`config.mk`:
```
export PLATFORM = sky130hd
export DESIGN_NAME = axis_pkt_len_guard
export DESIGN_NICKNAME = d
export VERILOG_FILES = /design/src/rtl/axis_guard_pkg.sv /design/src/rtl/axis_skid_buffer.sv /design/src/rtl/axis_pkt_len_guard.sv
export SDC_FILE = /design/constraint.sdc
export NUM_CORES = 1
export LEC_CHECK = 0
export ABC_AREA = 1
export CAP_MARGIN = 20
export CORE_UTILIZATION = 56
export DETAILED_ROUTE_END_ITERATION = 8
export PLACE_DENSITY_LB_ADDON = 0.12
export REMOVE_ABC_BUFFERS = 1
export SYNTH_ARGS = -nofsm -noshare
export SYNTH_HDL_FRONTEND = slang
export SYNTH_SLANG_ARGS = --single-unit
```
`constraint.sdc`:
```
create_clock -name clk -period 2.9 [get_ports clk]
set_clock_uncertainty 0.1 [all_clocks]
set_input_delay 0.435 -clock clk [delete_from_list [all_inputs] [get_ports clk]]
set_output_delay 0.435 -clock clk [all_outputs]
set_load 0.05 [all_outputs]
```
`src/rtl/axis_guard_pkg.sv`:
```
// Shared types and defaults for the AXI-Stream packet-length guard.
package axis_guard_pkg;

    // Guard FSM: forward words, or swallow the tail of an oversize packet.
    typedef enum logic {PASS, DISCARD} guard_state_t;

    localparam int unsigned MAX_WORDS_DEFAULT  = 256;
    localparam int unsigned STAT_WIDTH_DEFAULT = 16;

endpackage

```
`src/rtl/axis_skid_buffer.sv`:
```
// Two-entry AXI-Stream skid stage with a registered input ready.
// The payload is opaque; callers pack whatever sideband they need into it.
module axis_skid_buffer #(
    parameter int unsigned WIDTH = 8
) (
    input  logic             clk,
    input  logic             rst_n,
    input  logic             in_valid,
    output logic             in_ready,
    input  logic [WIDTH-1:0] in_data,
    output logic             out_valid,
    input  logic             out_ready,
    output logic [WIDTH-1:0] out_data
);

    logic [WIDTH-1:0] mem_q [2];
    logic             wr_ptr_q;
    logic             rd_ptr_q;
    logic [1:0]       count_q;
    logic [1:0]       count_d;
    logic             ready_q;
    logic             push;
    logic             pop;

    assign push      = in_valid & ready_q;
    assign pop       = (count_q != 2'd0) & out_ready;
    assign in_ready  = ready_q;
    assign out_valid = (count_q != 2'd0);
    assign out_data  = mem_q[rd_ptr_q];

    // Occupancy after this cycle's push/pop.
    always_comb begin
        count_d = count_q;
        if (push && !pop) begin
            count_d = count_q + 2'd1;
        end else if (!push && pop) begin
            count_d = count_q - 2'd1;
        end
    end

    // Storage, pointers and the registered ready (low only while both slots are full).
    always_ff @(posedge clk or negedge rst_n) begin
        if (!rst_n) begin
            for (int i = 0; i < 2; i++) begin
                mem_q[i] <= '0;
            end
            wr_ptr_q <= 1'b0;
            rd_ptr_q <= 1'b0;
            count_q  <= 2'd0;
            ready_q  <= 1'b0;
        end else begin
            if (push) begin
                mem_q[wr_ptr_q] <= in_data;
                wr_ptr_q        <= ~wr_ptr_q;
            end
            if (pop) begin
                rd_ptr_q <= ~rd_ptr_q;
            end
            count_q <= count_d;
            ready_q <= (count_d != 2'd2);
        end
    end

endmodule

```
`src/rtl/axis_pkt_len_guard.sv`:
```
// AXI-Stream packet-length guard: truncates packets longer than MAX_WORDS with a
// forced tlast, drops the remainder, and keeps saturating packet/truncation counts.
// The AXIS bundles are carried as flattened axis_in_* / axis_out_* signals.
module axis_pkt_len_guard
    import axis_guard_pkg::*;
#(
    parameter int unsigned MAX_WORDS  = MAX_WORDS_DEFAULT,
    parameter int unsigned STAT_WIDTH = STAT_WIDTH_DEFAULT,
    parameter int unsigned DATA_BYTES = 8,
    parameter int unsigned ID_WIDTH   = 1,
    parameter int unsigned DEST_WIDTH = 1,
    parameter int unsigned USER_WIDTH = 1
) (
    input  logic                    clk,
    input  logic                    aresetn,

    input  logic                    axis_in_tvalid,
    output logic                    axis_in_tready,
    input  logic [DATA_BYTES*8-1:0] axis_in_tdata,
    input  logic [DATA_BYTES-1:0]   axis_in_tkeep,
    input  logic                    axis_in_tlast,

    output logic                    axis_out_tvalid,
    input  logic                    axis_out_tready,
    output logic [DATA_BYTES*8-1:0] axis_out_tdata,
    output logic [DATA_BYTES-1:0]   axis_out_tkeep,
    output logic [DATA_BYTES-1:0]   axis_out_tstrb,
    output logic                    axis_out_tlast,
    output logic [ID_WIDTH-1:0]     axis_out_tid,
    output logic [DEST_WIDTH-1:0]   axis_out_tdest,
    output logic [USER_WIDTH-1:0]   axis_out_tuser,

    input  logic                    stats_clear,
    output logic                    pkt_truncated,
    output logic [STAT_WIDTH-1:0]   pkt_count,
    output logic [STAT_WIDTH-1:0]   trunc_count
);

    localparam int unsigned DATA_W  = DATA_BYTES * 8;
    localparam int unsigned PAY_W   = DATA_W + DATA_BYTES + 1;
    localparam int unsigned CNT_W   = $clog2(MAX_WORDS + 1);
    localparam logic [CNT_W-1:0]      LAST_IDX = CNT_W'(MAX_WORDS - 1);
    localparam logic [STAT_WIDTH-1:0] STAT_MAX = '1;

    guard_state_t          state_q;
    guard_state_t          state_d;
    logic [CNT_W-1:0]      word_cnt_q;
    logic [CNT_W-1:0]      word_cnt_d;
    logic [STAT_WIDTH-1:0] pkt_count_q;
    logic [STAT_WIDTH-1:0] pkt_count_d;
    logic [STAT_WIDTH-1:0] trunc_count_q;
    logic [STAT_WIDTH-1:0] trunc_count_d;
    logic                  pkt_truncated_q;

    logic                  in_hs;
    logic                  at_limit;
    logic                  fwd;
    logic                  fwd_last;
    logic                  truncate;
    logic                  skid_in_valid;
    logic                  skid_ready;
    logic [PAY_W-1:0]      skid_in_data;
    logic [PAY_W-1:0]      skid_out_data;

    // In DISCARD the tail is swallowed without waiting on the output side.
    assign axis_in_tready = (state_q == DISCARD) | skid_ready;
    assign in_hs          = axis_in_tvalid & axis_in_tready;
    assign at_limit       = (word_cnt_q == LAST_IDX);
    assign fwd            = in_hs & (state_q == PASS);
    assign fwd_last       = axis_in_tlast | at_limit;
    assign truncate       = fwd & at_limit & ~axis_in_tlast;

    assign skid_in_valid  = axis_in_tvalid & (state_q == PASS);
    assign skid_in_data   = {axis_in_tdata, axis_in_tkeep, fwd_last};

    axis_skid_buffer #(
        .WIDTH (PAY_W)
    ) u_skid (
        .clk       (clk),
        .rst_n     (aresetn),
        .in_valid  (skid_in_valid),
        .in_ready  (skid_ready),
        .in_data   (skid_in_data),
        .out_valid (axis_out_tvalid),
        .out_ready (axis_out_tready),
        .out_data  (skid_out_data)
    );

    assign axis_out_tdata = skid_out_data[PAY_W-1 -: DATA_W];
    assign axis_out_tkeep = skid_out_data[DATA_BYTES:1];
    assign axis_out_tlast = skid_out_data[0];
    assign axis_out_tstrb = '1;
    assign axis_out_tid   = '0;
    assign axis_out_tdest = '0;
    assign axis_out_tuser = '0;

    assign pkt_truncated  = pkt_truncated_q;
    assign pkt_count      = pkt_count_q;
    assign trunc_count    = trunc_count_q;

    // Next state and word position within the current packet.
    always_comb begin
        state_d    = state_q;
        word_cnt_d = word_cnt_q;
        unique case (state_q)
            PASS: begin
                if (in_hs) begin
                    if (axis_in_tlast) begin
                        word_cnt_d = '0;
                    end else if (at_limit) begin
                        word_cnt_d = '0;
                        state_d    = DISCARD;
                    end else begin
                        word_cnt_d = word_cnt_q + 1'b1;
                    end
                end
            end
            DISCARD: begin
                if (in_hs && axis_in_tlast) begin
                    state_d = PASS;
                end
            end
        endcase
    end

    // Saturating statistics; a clear overrides a same-cycle increment.
    always_comb begin
        pkt_count_d   = pkt_count_q;
        trunc_count_d = trunc_count_q;
        if (stats_clear) begin
            pkt_count_d   = '0;
            trunc_count_d = '0;
        end else begin
            if (fwd && fwd_last && (pkt_count_q != STAT_MAX)) begin
                pkt_count_d = pkt_count_q + 1'b1;
            end
            if (truncate && (trunc_count_q != STAT_MAX)) begin
                trunc_count_d = trunc_count_q + 1'b1;
            end
        end
    end

    // State, counters and the truncation pulse register.
    always_ff @(posedge clk or negedge aresetn) begin
        if (!aresetn) begin
            state_q         <= PASS;
            word_cnt_q      <= '0;
            pkt_count_q     <= '0;
            trunc_count_q   <= '0;
            pkt_truncated_q <= 1'b0;
        end else begin
            state_q         <= state_d;
            word_cnt_q      <= word_cnt_d;
            pkt_count_q     <= pkt_count_d;
            trunc_count_q   <= trunc_count_d;
            pkt_truncated_q <= truncate;
        end
    end

endmodule
```
==> metrics.txt, run 1 <==
CTS tree built; Worst-Skew Late Latency 0.44 ns; cts repair resizes 0; IO Port Bufs 185; sinks on the clock net 194; critical setup path kind flop to output pin; Die Ht 131 um; fin crit period 2.47 ns; post-synthesis register bit count 194; worst hold slack 0.385 ns; pwr/cell area 1220 nW/um^2; Synth async-reset ratio 1.00; hold crit path type flop to flop; Via density 5.12; CP required 2.37 ns; crit share post-route 0.853; P&R area growth vs syn 36.0%; maximum VDD drop 1.26 mV; Initial Util 0.582; maxcap violations 0; H-tree levels 4; post-route insts no fill 1600; status finished clean; final wirelength 23100 um; Crit path arrival time 1.94 ns; design area 12800 sq um; synthesized area per cell 7.79 sq um; FILL cells 1083; DR vias 8191; GRT overflow 0; Avg WL per Cell 14.4 um; io pins 197; slowest CP cell dfrtp_2; share of cells above drive strength 1 0.120; commonest cells after routing, fill and taps aside nand2_1, dfrtp_1, clkdlybuf4s50_1; crit-path max FO 26; register area share after synthesis 0.517; number of buffers created by CTS 17; Die W 131 um; clock slew at reported path FFs 0.07 ns; initial antenna violation count 2; vias in the first global route 7777; Slew Viols, Final 0; EDFF count, synth 0; Slew HR 0.572; Total GRT Usage 0.277; placed cell count 1566; Detailed Routing Iterations Pass 1 5; Final Util 0.792; top post-synthesis cells by area dfrtp_1, nand2_1, inv_1, o21ai_1, o21ai_0; RePlAce Congestion 0.873; largest net degree at the start of global routing 75; first-pass GRT wire length 38300 um; CP Capture Type output pin; commonest non-fill, non-tap cell in the layout nand2_1; area share of the largest cell type after synthesis 0.517; Final Hold Viols 0; fin nets 1452; Slew @ Worst Pin 0.642 ns; Iter 0 DRT Violations 692; FF-to-FF setup slack 0.90 ns; antenna-violating nets left 0; Die Area 17300 sq um; library cells used by synthesis 35; Cell Rows 46; Clock Tree Buf Depth 2; unrepaired setup endpoints after global routing no; crit-path cells buf_4, nand2_1, nand2_1, buf_12; Post-Synthesis Cell Area 9380 sq um; Highest Clock Rate 404 MHz; P_leak 6.39 nW; Setup-failing EPs final 0; root buf cell clkbuf_16; dpl hpwl 15700 um; Yosys warning count 0; core area 16100 sq um; CP Launch Type flop; Largest stage delay, worst path 0.67 ns; ys flop type dfrtp_1; drt drc 0; largest area contributor in the netlist dfrtp_1; post-synthesis cell count 1205; crit-path most repeated cell nand2_1; post-placement cell area 12100 sq um
==> area by class of cell <==
cell class                      instances  area (sq um)  share of cell area
Sequential cell                       194          4860               0.381
Multi-Input combinational cell        835          3780               0.296
Timing Repair Buffer                  206          2800               0.219
Inverter                              116           435              0.0341
Clock buffer                           17           425              0.0333
Tap cell                              216           270              0.0212
Clock inverter                         15           193              0.0151
Antenna cell                            1          2.50            0.000196
==> sequential cells by signal (all words and copies together) (netlist names), 2 cells and up <==
| name | flops |
|---|---|
| pkt_count | 16 |
| trunc_count | 16 |
| u_skid.count_q | 2 |
| u_skid.mem_q | 146 |
| word_cnt_q | 9 |
==> repair_timing <==
item / 4_1_cts / 5_1_grt
endpoints found under the setup margin: 0 / 0
endpoints found under the hold margin: 61 / 0
hold buffers: 1 / 0
buffers inserted: 0 / 0
==> path summary, 6_finish.rpt <==
check | startpoint | end | cells after the start
setup / recovery | u_skid.rd_ptr_q | axis_out_tdata[45] | 4
hold / removal | u_skid.mem_q[33] | u_skid.mem_q[33] | 2
setup reg to reg | state_q | u_skid.mem_q[126] | 6
hold reg to reg | u_skid.mem_q[33] | u_skid.mem_q[33] | 2
max in group asynchronous | aresetn | trunc_count[13] | 3
min in group asynchronous | aresetn | u_skid.mem_q[109] | 2
==> critical path: cells and delay by family, from the launching register on <==
kind	cells	cell delay (ns)
buffers and inverters	2	0.56
DFF	1	0.67
and+or+nand+nor	2	0.26
==> report_power, final <==
| group | leakage [nW] | switching [mW] | internal [mW] | total (mW) |
|---|---|---|---|---|
| clock network | 0.302 | 1.08 | 1.38 | 2.47 |
| logic | 3.62 | 5.12 | 3.63 | 8.75 |
| registers | 2.47 | 0.607 | 3.72 | 4.33 |
==> Yosys cell counts, types with 6 or more instances <==
| master | count |
|---|---|
| buf_1 | 6 |
| buf_2 | 22 |
| buf_4 | 12 |
| clkbuf_1 | 27 |
| dfrtp_1 | 194 |
| inv_1 | 111 |
| nand2_1 | 491 |
| nand3_1 | 46 |
| nand3_2 | 11 |
| nand4_1 | 12 |
| nor2_1 | 53 |
| nor3_1 | 6 |
| o21ai_0 | 74 |
| o21ai_1 | 83 |
| xor2_1 | 13 |
==> metrics by stage <==
step | setup slack (ns) | power, mW | setup TNS, ns
after CTS | 0.419 | 15.6 | 0
after detailed placement | 0.456 | 13.1 | 0
final | 0.425 | 15.5 | 0
after global placement | 0.519 | 12.9 | 0
after floorplan | -0.689 | 8.86 | -126.99
after global routing | 0.301 | 16.3 | 0
==> logic make-up (layout without fill, tap and decap cells) <==
family / Yosys count / count (layout) / synth area share
buf+inv: 185 / 354 / 0.0843
xor+xnor: 16 / 16 / 0.0149
compound gates: 164 / 164 / 0.0883
flops: 194 / 194 / 0.517
simple gates: 640 / 640 / 0.289
other cells: 2 / 12 / 0.000801
fa+ha+maj: 4 / 4 / 0.00533
==> layer usage <==
| layer | GRT usage | up-vias | wire length (um) |
|---|---|---|---|
| met5 | 0 | - | 0 |
| met4 | 0.0975 | 0 | 469 |
| met3 | 0.0509 | 31 | 1260 |
| met2 | 0.452 | 256 | 11300 |
| met1 | 0.371 | 3836 | 10000 |
| li1 | - | 4068 | - |
No activity file was read; power rests on OpenSTA's default activity.
==> run 2: changes to the inputs <==
Settings changed: CORE_UTILIZATION 56 to 47.
Clock period 2.9 ns to 2.05 ns, I/O delays scaled along.
==> run 2 against run 1 <==
Net effect: clock power increased by 42%; register-to-register slack got worse by 0.67 ns; final cell count increased by 3.5%; critical path type unchanged; largest power group unchanged; highest routed layer unchanged.
==> metrics.txt, run 2 (same netlist as run 1, synthesis figures left out) <==
Setup-failing EPs final 0 (unchanged); slowest CP cell clkdlybuf4s50_1; cells on worst reg2reg path 9 (+3); Final Util 0.662 (-0.130); initial antenna violation count 0 (-2); number of buffers created by CTS 17 (unchanged); share of cells above drive strength 1 0.134 (+0.0137); Final Hold Viols 0 (unchanged); dpl hpwl 15400 um (-2.3%); Highest Clock Rate 500 MHz; first-pass GRT wire length 36900 um (-3.4%); Setup Buffers After CTS 0 (unchanged); CP required 1.64 ns (-0.73 ns); Die Area 20500 sq um (+19%); sequential power share 0.273 (-0.006); Iter 0 DRT Violations 484 (-30%); Total GRT Usage 0.228 (-0.0484); Slew Viols, Final 0 (unchanged); CTS tree built; placed cell count 1623 (+3.6%); post-route insts no fill 1656 (+3.5%); crit share post-route 0.976; cell family with most CP delay buffers and inverters; IO Port Bufs 185 (unchanged); Crit path arrival time 1.59 ns (-0.35 ns); commonest cells after routing, fill and taps aside nand2_1, dfrtp_1, inv_1; ANT cells 0 (-1); Initial Util 0.480 (-0.102); drt drc 0 (unchanged); P_leak 6.59 nW (+3.2%); antenna-violating nets left 0 (unchanged); crit-path cells clkdlybuf4s50_1; sw frac 0.428 (-0.0104); crit-path max FO 2 (-92%); clock share of power 0.159 (about the same); Largest stage delay, worst path 0.81 ns (+0.14 ns); FF-to-FF setup slack 0.23 ns (-0.67 ns); largest net degree at the start of global routing 81 (+8.0%); DR vias 8044 (-1.8%); reg-to-reg critical path endpoint pkt_count[4]; GRT overflow 0 (unchanged); Worst-Skew Late Latency 0.43 ns (about the same); hold crit path type input pin to asynchronous set/reset pin; status finished clean; Slew HR 0.637 (+0.0649); max reg flops 146 (unchanged); Cell Rows 51 (+11%); CP Capture Type output pin; WP buf/inv 1 (-1); CP Launch Type flop; vias in the first global route 7584 (-2.5%); clock slew at reported path FFs 0.07 ns (about the same); fin crit period 2.00 ns; core area 19500 sq um (+21%); RePlAce Congestion 0.885 (+1.3%); Pint 12.6 mW (+44%); Slew @ Worst Pin 0.543 ns (-0.0990 ns); Net Switching 9.40 mW (+38%); critical setup path kind flop to output pin; Die W 143 um (+9.0%); most flop-heavy register u_skid.mem_q; reg-to-reg startpoint word_cnt_q[0]; Via density 4.86 (-5.1%); H-tree levels 4 (unchanged); Die Ht 143 um (+9.0%); root buf cell clkbuf_16; Clock Tree Buf Depth 2 (unchanged); pwr/cell area 1700 nW/um^2 (+40%); sinks on the clock net 194 (unchanged); Tot Pwr 22.0 mW (+42%); total negative slack 0 ns (unchanged); P&R area growth vs syn 37.7%; Avg WL per Cell 13.5 um (-6.5%); unrepaired setup endpoints after global routing no; io pins 197 (unchanged); final wirelength 22300 um (-3.2%); commonest non-fill, non-tap cell in the layout nand2_1; Detailed Routing Iterations Pass 1 5 (unchanged); maximum VDD drop 1.04 mV (-17%); maxcap violations 0 (unchanged); Logic pwr share 0.568 (+0.005); fin nets 1460 (+0.55%)
[run 2: changes by cell type in the layout (fill, tap and decap cells not counted), sizes merged, moves of 2 or more]
cell,delta
inv,-6
clkbuf,+5
buf,+20
dlygate4sd2,+20
clkinvlp,+2
clkdlybuf4s50,-33
[run 2: power groups by stage]
stage | sequential (mW) | clock, mW | combinational [mW]
after global placement | 6.01 | 0 | 12.4
final | 6.01 | 3.50 | 12.5
after floorplan | 6.04 | 0 | 6.50
after detailed placement | 6.05 | 0 | 12.6
after CTS | 6.00 | 3.57 | 12.6
after global routing | 6.18 | 3.72 | 13.3
[run 2: layout make-up]
class	count	area, sq um
fillers	1660	6610
flip-flops and latches	194	4860
multi-input cells	835	3780
repair buffers	214	2880
clock buffers	22	484
inverters	116	435
well taps	265	332
clock inverters	10	148
[run 2: worst max-delay path by stage]
| stage | start | end | slack, ns | cells past startpoint |
|---|---|---|---|---|
| after floorplan | state_q | u_skid.mem_q[73] | -1.49 | 4 |
| after global placement | axis_in_tvalid | u_skid.mem_q[30] | 0.05 | 8 |
| after detailed placement | axis_in_tvalid | u_skid.mem_q[2] | -0.0004 | 8 |
| after CTS | trunc_count[14] | trunc_count[14] | 0.02 | 1 |
| after global routing | u_skid.rd_ptr_q | axis_out_tlast | 0.007 | 4 |
| final | pkt_count[13] | pkt_count[13] | 0.05 | 1 |
[run 2: per-stage QoR]
stage                     setup slack [ns]  hold WS, ns  cell area, sq um
final                               0.0486        0.302             12900
after CTS                           0.0227        0.319             12900
after detailed placement         -0.000404        0.209             12300
after floorplan                      -1.49      -0.0881              9060
after global routing               0.00654        0.336             12900
after global placement              0.0528        0.206             12300
[run 2: metal layers]
layer / global-route usage / part of all wire / up-vias
met2: 0.374 / 0.48 / 211
met4: 0.0750 / 0.017 / 0
met3: 0.0322 / 0.040 / 23
met1: 0.312 / 0.46 / 3745
met5: 0 / 0 / -
li1: - / - / 4065
[run 2: timing repair]
action,CTS,global route
gates resized for setup,21,4
endpoints found under the hold margin,49,0
setup endpoints to repair,39,4
hold buffers,1,0
==> variant 1, RTL diff (settings of run 2) <==
The package constant `STAT_WIDTH_DEFAULT` goes from 16 to 20.
--- a/src/rtl/axis_guard_pkg.sv
+++ b/src/rtl/axis_guard_pkg.sv
@@ -7,3 +7,3 @@
     localparam int unsigned MAX_WORDS_DEFAULT  = 256;
-    localparam int unsigned STAT_WIDTH_DEFAULT = 16;
+    localparam int unsigned STAT_WIDTH_DEFAULT = 20;
 
Ports: changed (resized pkt_count and trunc_count); port bits go from 197 to 205. The function was not compared with the original's and may differ.
==> variant 1 against run 2 <==
Sequential cell count grew 8; worst hold slack got worse by 0.085 ns; clock power is 12% higher; register-to-register slack better by 0.03 ns; largest cell class unchanged; critical path depth rose by 4; area after synthesis up 4.9%; setup slack worse by 0.048 ns; design area up 8.1%; routed wire length grew 15%; synthesized cell count up 3.6%; largest power group unchanged; first-iteration DRC count up 4.1%; total power grew 6.7%.
==> variant 1: results (changes against run 2) <==
- # port buffers: 193 (was 185)
- Worst VDD drop: 639 uV (was 1040 uV)
- CTS buffer count: 22 (was 17)
- CP Capture Point: axis_out_tdata[26] (was pkt_count[13])
- Slowest-stage cell, CP: dfrtp_2 (was clkdlybuf4s50_1)
- Critical R2R Capture: trunc_count[0] (was pkt_count[4])
- Leakage: 6.88 nW (was 6.59 nW)
- Placed cells: 1,685 (was 1,623)
- Gpl congestion: 0.877 (was 0.885)
- Compound-cell area share of the yosys netlist: 10.7% (was 8.83%)
- Clk buf depth: 3 (was 2)
- Synth Instances: 1,248 (was 1,205)
- Placed inst area: 12,900 sq um (was 12,300 sq um)
- Post_cts resized: 45 (was 21)
- Status: finished, final reports clean (unchanged)
- Vias in the first global route: 8,168 (was 7,584)
- Setup slack after layout: 0.000204 ns (was 0.0486 ns)
- Least-Margin Pin Slew: 0.513 ns (was 0.543 ns)
- Layout cell share with drive strength beyond 1: 19.9% (was 13.4%)
- FF-to-FF Start: trunc_count[1] (was word_cnt_q[0])
- Critical path peak fanout: 11 (was 2)
- Synth Area in Adders: 0.508% (was 0.533%)
- Area contributors post-synth: dfrtp_1 51%, nand2_1 18%, o21ai_0 7.7% (was dfrtp_1 52%, nand2_1 20%, inv_1 4.4%)
- Clk pwr share: 16.7% (was 15.9%)
- Initial DRC Count: 504 (was 484)
- Commonest cells in the netlist: 478 x nand2_1, 202 x dfrtp_1, 152 x o21ai_0, 113 x inv_1, 63 x nand3_1 (was 491 x nand2_1, 194 x dfrtp_1, 111 x inv_1, 83 x o21ai_1, 74 x o21ai_0)
- Skew-Pair Late Insertion Delay: 0.50 ns (was 0.43 ns)
- CP delay by family, top: flip-flops (was buffers and inverters)
- Hold WS: 0.218 ns (was 0.302 ns)
- Fill cell count: 1,706 (was 1,660)
==> variant 1: cell count changes after synthesis, sizes merged, moves of 5 or more <==
| cell | delta |
|---|---|
| o21ai | +19 |
| nand2 | -15 |
| nand3 | +10 |
| nor2 | +10 |
| nand4 | -9 |
| dfrtp | +8 |
| xor2 | +8 |
| clkbuf | +5 |
| o21bai | +5 |
==> variant 1: final cells by class <==
type / instances / area share (%)
Clock inverter: 6 / 0.412
Tap cell: 270 / 2.42
Clock buffer: 33 / 4.75
Multi-Input combinational cell: 868 / 30.2
Inverter: 115 / 3.15
Timing Repair Buffer: 237 / 22.9
Sequential cell: 202 / 36.2
==> variant 1: routing by layer <==
| metal | track usage (%) | wire length [microns] |
|---|---|---|
| met5 | 0 | 0 |
| met2 | 38.4 | 12600 |
| met1 | 32.2 | 11000 |
| met3 | 3.66 | 1670 |
| met4 | 5.47 | 496 |
==> variant 2, RTL diff (flow settings as in run 2) <==
Made on the original files. Compare `word_cnt_q` against `LAST_IDX` with >= in place of ==.
--- a/src/rtl/axis_pkt_len_guard.sv
+++ b/src/rtl/axis_pkt_len_guard.sv
@@ -67,3 +67,3 @@
     assign in_hs          = axis_in_tvalid & axis_in_tready;
-    assign at_limit       = (word_cnt_q == LAST_IDX);
+    assign at_limit       = (word_cnt_q >= LAST_IDX);
     assign fwd            = in_hs & (state_q == PASS);
Formal check against the unedited RTL: no difference found for any inputs over 4 cycles, from zero or initial values and one cycle with aresetn low; that may be too few to reach the edited logic, so the function may still have changed.
==> variant 2 against run 2 <==
Count of clock-buffer cells in the layout down 3; area after synthesis up 0.53%; via count up 2.5%; largest cell class unchanged; fmax down 0.39%; worst hold slack better by 0.019 ns; non-clock buffer count up 11; setup slack worse by 0.0079 ns; design area up 1.9%; clock power down 8.9%; critical path depth up 5; largest power group unchanged; sequential cell count unchanged; critical endpoint is now axis_out_tdata[18]; total power up 2.2%; routed wire length up 11%.
==> variant 2: results (changes against run 2) <==
- Layout cell share with drive strength beyond 1: 14.0% (was 13.4%)
- Slew margin rel.: 56.9% (was 63.7%)
- Flop-to-flop setup slack: 0.13 ns (was 0.23 ns)
- Hold WS: 0.321 ns (was 0.302 ns)
- Wire length on met2: 12,200 microns (was 10,800 microns)
- Area contributors post-synth: dfrtp_1 51%, nand2_1 20%, o21ai_0 7.3% (was dfrtp_1 52%, nand2_1 20%, inv_1 4.4%)
- Grt met2 use: 38.2% (was 37.4%)
- Compound-cell area share of the yosys netlist: 8.66% (was 8.83%)
- Setup slack after layout: 0.0406 ns (was 0.0486 ns)
- Critical path peak fanout: 11 (was 2)
- Initial DRC Count: 497 (was 484)
- Status: finished, final reports clean (unchanged)
- Placement Setup Slack: 0.0809 ns (was -0.000404 ns)
- M3 GR Usage: 5.16% (was 3.22%)
- Placed cells: 1,633 (was 1,623)
- Critical path's largest stage delay: 0.43 ns (was 0.81 ns)
- Synth Instances: 1,214 (was 1,205)
- Leakage: 6.78 nW (was 6.59 nW)
- GRT met1 Usage: 30.8% (was 31.2%)
- Sequential area share after synthesis: 51.5% (was 51.7%)
- Synth Area in Adders: 0.663% (was 0.533%)
- Reg2Reg Depth: 10 (was 9)
- Synth Area in XOR/XNOR: 1.58% (was 1.49%)
- Post-Layout Cell Count: 1,678 (was 1,656)
- Placed inst area: 12,300 sq um (about the same)
## variant 2: cell types whose count changed in the layout (fill, tap and decap cells not counted), sizes merged, moves of 4 or more
cell | before | now
a21oi | 5 | 0
buf | 113 | 119
inv | 117 | 127
nand2 | 499 | 505
nand4 | 12 | 5
nor2 | 60 | 65
nor3b | 0 | 4
o21ai | 158 | 150
o21bai | 0 | 6
## variant 2: worst min path at each step
stage,endpoint,cells past startpoint
after floorplan,pkt_count[0],0
after global placement,u_skid.mem_q[107],1
after detailed placement,u_skid.mem_q[107],1
after CTS,u_skid.mem_q[107],2
after global routing,u_skid.mem_q[107],2
final,u_skid.mem_q[107],2
## variant 2: area by class of cell
type                       instances  area (sq um)
fill                            1645          6430
multi-input combinational        843          3840
tap                              265           332
clock buffer                      19           443
clock inverter                    13           115
sequential                       194          4860
timing repair buffer             225          3120
inverter                         119           459
## variant 2: power by group
group | internal, W | switching [W]
clock | 0.00163 | 0.00156
combinational | 0.00561 | 0.00763
sequential | 0.00528 | 0.000777
total | 0.0125 | 0.00996
